--- src/rtl/hex_uart_sender_if.sv ---
// Value handshake between a numeric result producer and hex_uart_sender.
// The producer drives value_in/value_valid; the sender returns value_ready/busy.
interface hex_uart_sender_if;
   logic [31:0] value_in;
   logic        value_valid;
   logic        value_ready;
   logic        busy;

   modport master (
      output value_in,
      output value_valid,
      input  value_ready,
      input  busy
   );

   modport slave (
      input  value_in,
      input  value_valid,
      output value_ready,
      output busy
   );
endinterface

--- src/rtl/hex_uart_sender.sv ---
// Prints a 32-bit value as eight uppercase hex characters plus CR LF over an
// 8N1 UART line, MSB nibble first, with contiguous frames.
module hex_uart_sender #(
   parameter int CLKS_PER_BIT = 434
) (
   input  logic               clk,
   input  logic               rst,
   hex_uart_sender_if.slave   bus,
   output logic               tx
);

   localparam int NUM_CHARS = 10;
   localparam int BAUD_W = (CLKS_PER_BIT > 1) ? $clog2(CLKS_PER_BIT) : 1;
   localparam logic [BAUD_W-1:0] BAUD_LAST = BAUD_W'(CLKS_PER_BIT - 1);
   localparam logic [3:0] CHAR_LAST = 4'(NUM_CHARS - 1);

   typedef enum logic [1:0] {IDLE, START, DATA, STOP} state_t;

   state_t              state;
   logic [BAUD_W-1:0]   baud;
   logic [2:0]          bit_idx;
   logic [3:0]          char_idx;
   logic [31:0]         shadow;
   logic [7:0]          shift;
   logic                ready;
   logic                baud_last;
   logic                start_msg;

   function automatic logic [7:0] char_code(input logic [31:0] word, input logic [3:0] idx);
      logic [3:0] nib;
      nib = 4'(word >> (5'd28 - {idx[2:0], 2'b00}));
      if (idx == 4'd8)
         return 8'h0D;
      else if (idx == 4'd9)
         return 8'h0A;
      else if (nib < 4'd10)
         return 8'h30 + {4'h0, nib};
      else
         return 8'h37 + {4'h0, nib};
   endfunction

   assign baud_last = (baud == BAUD_LAST);

   // A waiting value is taken on the edge that ends the final stop bit, so
   // back-to-back messages carry no idle gap and value_ready never pulses.
   assign start_msg = bus.value_valid &&
                      ((state == IDLE) ||
                       (state == STOP && baud_last && char_idx == CHAR_LAST));

   always_ff @(posedge clk or posedge rst) begin
      if (rst) begin
         state    <= IDLE;
         baud     <= '0;
         bit_idx  <= '0;
         char_idx <= '0;
         shadow   <= '0;
         shift    <= '0;
         tx       <= 1'b1;
         ready    <= 1'b1;
      end else if (start_msg) begin
         shadow   <= bus.value_in;
         shift    <= char_code(bus.value_in, 4'd0);
         char_idx <= '0;
         baud     <= '0;
         tx       <= 1'b0;
         ready    <= 1'b0;
         state    <= START;
      end else begin
         case (state)
            IDLE: begin
               tx    <= 1'b1;
               ready <= 1'b1;
            end
            START: begin
               if (baud_last) begin
                  baud    <= '0;
                  bit_idx <= '0;
                  tx      <= shift[0];
                  state   <= DATA;
               end else begin
                  baud <= baud + 1'b1;
               end
            end
            DATA: begin
               if (baud_last) begin
                  baud <= '0;
                  if (bit_idx == 3'd7) begin
                     tx    <= 1'b1;
                     state <= STOP;
                  end else begin
                     bit_idx <= bit_idx + 1'b1;
                     shift   <= shift >> 1;
                     tx      <= shift[1];
                  end
               end else begin
                  baud <= baud + 1'b1;
               end
            end
            STOP: begin
               if (baud_last) begin
                  baud <= '0;
                  if (char_idx != CHAR_LAST) begin
                     char_idx <= char_idx + 4'd1;
                     shift    <= char_code(shadow, char_idx + 4'd1);
                     tx       <= 1'b0;
                     state    <= START;
                  end else begin
                     ready <= 1'b1;
                     state <= IDLE;
                  end
               end else begin
                  baud <= baud + 1'b1;
               end
            end
            default: state <= IDLE;
         endcase
      end
   end

   assign bus.value_ready = ready;
   assign bus.busy        = ~ready;

endmodule
--- src/flat_wrapper.sv ---
// flat-port wrapper written by rule: the top's interface ports become plain ports
module hex_uart_sender_flat 
#(
   parameter int CLKS_PER_BIT = 434
)
  (clk, rst, tx, bus_value_in, bus_value_valid, bus_value_ready, bus_busy);
  hex_uart_sender_if bus_i ();
  input  logic clk;
  input  logic rst;
  output logic tx;
  input wire logic [$bits(bus_i.value_in)-1:0] bus_value_in;
  input wire logic [$bits(bus_i.value_valid)-1:0] bus_value_valid;
  output wire logic [$bits(bus_i.value_ready)-1:0] bus_value_ready;
  output wire logic [$bits(bus_i.busy)-1:0] bus_busy;
  assign bus_i.value_in = bus_value_in;
  assign bus_i.value_valid = bus_value_valid;
  assign bus_value_ready = bus_i.value_ready;
  assign bus_busy = bus_i.busy;
  hex_uart_sender #(.CLKS_PER_BIT(CLKS_PER_BIT)) u_core (.clk(clk), .rst(rst), .bus(bus_i), .tx(tx));
endmodule
--- config.mk ---
export PLATFORM = sky130hd
export DESIGN_NAME = hex_uart_sender_flat
export DESIGN_NICKNAME = d
export VERILOG_FILES = /design/src/rtl/hex_uart_sender_if.sv /design/src/rtl/hex_uart_sender.sv /design/src/flat_wrapper.sv
export SDC_FILE = /design/constraint.sdc
export NUM_CORES = 1
export LEC_CHECK = 0
export ABC_AREA = 1
export CAP_MARGIN = 15
export CORE_UTILIZATION = 55
export CTS_CLUSTER_DIAMETER = 50
export DETAILED_ROUTE_END_ITERATION = 10
export GPL_TIMING_DRIVEN = 0
export PLACE_DENSITY = 0.78
export SYNTH_ARGS = -nofsm -noshare
export SYNTH_HDL_FRONTEND = slang
export SYNTH_SLANG_ARGS = --single-unit
--- constraint.sdc ---
create_clock -name clk -period 3.21 [get_ports clk]
set_input_delay 0.321 -clock clk [delete_from_list [all_inputs] [get_ports clk]]
set_output_delay 0.321 -clock clk [all_outputs]
set_load 0.05 [all_outputs]
==> results.sh <==
export IMPL_status="completed"
export IMPL_cts_hold_buf=0
export IMPL_netlist_area_leader_share=0.410
export IMPL_initial_core_util=0.577
export IMPL_gp_congestion=0.847
export IMPL_cts_resized_gates=0
export IMPL_cts_root_buffer="clkbuf_8"
export IMPL_clockBufferDepth=2
export IMPL_fill_cells=535
export IMPL_vias_per_cell=5.29
export IMPL_groute_usage_overall=0.258
export IMPL_grt_pass1_vias=3009
export IMPL_end_kind="flip-flop"
export IMPL_setup_viol=0
export IMPL_reg2reg_depth=17
export IMPL_timing_final_ws_setup_ns=0.557
export IMPL_regToRegSetupSlack_ns=0.56
export IMPL_drive_gt1_frac=0.111
export IMPL_period_share=0.827
export IMPL_clk_pin_slew_ns=0.07
export IMPL_post_route_drc_count=0
export IMPL_worst_path_max_delay_cell="dfrtp_1"
export IMPL_multi_input_area_mm2=0.00168
export IMPL_arrival_ns=2.92
export IMPL_diodes=0
export IMPL_synth_avg_cell_area_um2=7.56
export IMPL_hold_viol=0
export IMPL_yosysMostFrequentCell="nand2_1"
export IMPL_drv_cap=0
export IMPL_power_density_mw_per_mm2=818
export IMPL_ir_drop_mv=0.504
export IMPL_h_tree_depth=3
export IMPL_grt_max_degree=44
export IMPL_clock_skew_ns=0.00803
export IMPL_antenna_found_initial=0
export IMPL_drv_slew=0
export IMPL_tritoncts="done"
export IMPL_worst_pin_slew_ns=0.538
export IMPL_synthArstFlopShare=1.00
export IMPL_postCtsSetupBuffers=0
export IMPL_firstDrtPassIters=4
export IMPL_synth_nets=510
export IMPL_worst_path_max_fanout=10
export IMPL_synthTopCellsByCount="nand2_1 (142), inv_1 (59), dfrtp_1 (57)"
export IMPL_synth_warnings=0
export IMPL_critPathMaxStageDelay_ns=0.42
export IMPL_fin_util=0.690
export IMPL_ff_latch_area_mm2=0.00148
export IMPL_area_growth_pct=19.5
export IMPL_dieHeight_um=81.5
export IMPL_rsz0062_at_grt="no"
export IMPL_relSlewSlack=0.637
export IMPL_synth_edf_count=0
export IMPL_yosys_area_top_type="dfrtp_1"
export IMPL_routedWlPerCell_um=12.6
export IMPL_worstSkewPairLatency_ns=0.34
export IMPL_r2r_end="u_core.shift[2]"
export IMPL_portBuffers=37
export IMPL_die_w_um=81.5
export IMPL_die_area_mm2=0.00665
export IMPL_synthFlopType="dfrtp_1"
export IMPL_critical_path_top_delay_family="buffers and inverters"
export IMPL_ys_seq_elements=59
export IMPL_synthCells=460
export IMPL_worstReg2RegStart="u_core.char_idx[0]"
export IMPL_whs_ns=0.279
export IMPL_wl_um=7400
export IMPL_p_leak_nw=2.08
export IMPL_ant_nets=0
export IMPL_cts_sinks=59
export IMPL_synth_area_top_cells="dfrtp_1 (41%), nand2_1 (15%), o21ai_0 (6.9%)"
export IMPL_ys_seq_area_frac=0.425
export IMPL_grt_overflow=0
export IMPL_critPathBufInv=5
export IMPL_final_nets=559
export IMPL_place_hpwl_um=5570
export IMPL_synth_cell_types=38
export IMPL_synth_area_mm2=0.00348
export IMPL_grt_first_pass_wirelength_um=13000
export IMPL_post_route_min_period_ns=2.65
export IMPL_tns_ns=0
export IMPL_numCtsBuffers=9
export IMPL_worstPathCellList="inv_2, buf_2, ha_1, buf_2, inv_2, o211ai_1, nand2_1, nand2_1, nand2_1, inv_1, ha_1, nand3b_1, nand4_1, nand2_1, nand2_1, nand2_1, a21oi_2"
export IMPL_row_count=28
export IMPL_fmax_ghz=0.377
export IMPL_place_ws_ns=0.577
export IMPL_ios=38
export IMPL_cp_required_ns=3.48
export IMPL_drtIter0Drc=187
export IMPL_startpoint_type="flip-flop"
export IMPL_hold_class="primary input to async pin"
export IMPL_coreArea_mm2=0.00603
export IMPL_critical_path_class="flip-flop to flip-flop"
export IMPL_critical_path_most_common_cell="nand2_1"
export IMPL_vias=3111
[worst max path at each step]
stage,depth (start not counted),endpoint,start
finish,17,u_core.shift[2],u_core.char_idx[0]
CTS,17,u_core.shift[2],u_core.char_idx[0]
global placement,2,u_core.shift[6],rst
global route,18,u_core.shift[2],u_core.char_idx[0]
floorplan,18,u_core.shift[2],u_core.char_idx[0]
detailed placement,17,u_core.shift[2],u_core.char_idx[0]
[flip-flops by register name, summed over array words and instances, names as in the netlist]
name	count
u_core.baud	9
u_core.bit_idx	3
u_core.bus.value_ready	1
u_core.char_idx	4
u_core.shadow	32
u_core.shift	7
u_core.state	2
u_core.tx	1
[stage by stage]
| step | instance area [µm²] | total power [mW] | instances |
|---|---|---|---|
| global route | 4160 | 3.71 | 588 |
| floorplan | 3480 | 2.33 | 460 |
| finish | 4160 | 3.40 | 588 |
| global placement | 3940 | 2.66 | 572 |
| CTS | 4160 | 3.41 | 588 |
| detailed placement | 3960 | 2.72 | 573 |
[cell type report]
type	count	area share
plain buffers	13	0.0178
clock buffers	13	0.0382
inverters	66	0.0602
repair buffers	38	0.0939
well taps	75	0.0226
clock inverters	2	0.00843
multi-input cells	322	0.403
flip-flops and latches	59	0.356
[cell usage in the layout (no fill, tap or decap), types with 3 or more instances in the layout]
master           instances
a21oi_2                  4
xor2_1                   6
clkbuf_8                11
ha_1                    15
nand3_2                  3
clkdlybuf4s50_1         37
nand2_1                142
o211ai_1                 4
o22ai_1                  4
o21ai_0                 48
clkbuf_1                 4
a21oi_1                 10
inv_1                   58
nor2_1                  31
nand3_1                 24
nand4_1                  5
inv_2                    7
nand2_4                  4
nor3_1                   4
buf_2                    7
dfrtp_1                 57
[cells by family (layout without fill, tap and decap cells)]
logic type / after synthesis / after routing / share of synthesized area
flip-flops: 59 / 59 / 0.425
XOR/XNOR: 9 / 9 / 0.0270
AND/OR/NAND/NOR: 219 / 219 / 0.269
buffers and inverters: 79 / 132 / 0.0932
adder cells (fa/ha/maj): 15 / 15 / 0.0540
AO/OA/AOI/OAI: 79 / 79 / 0.132
[routing by layer]
layer | track usage | vias up | wire (µm)
met1 | 0.327 | 1472 | 3420
met2 | 0.433 | 65 | 3560
met4 | 0.109 | 0 | 150
met5 | 0 | - | 0
li1 | - | 1558 | -
met3 | 0.0422 | 16 | 270
[report_power, final]
group	internal, mW	switching, mW
logic	0.555	0.982
clock network	0.396	0.283
registers	1.04	0.140
No activity file was read; power rests on OpenSTA's default activity.
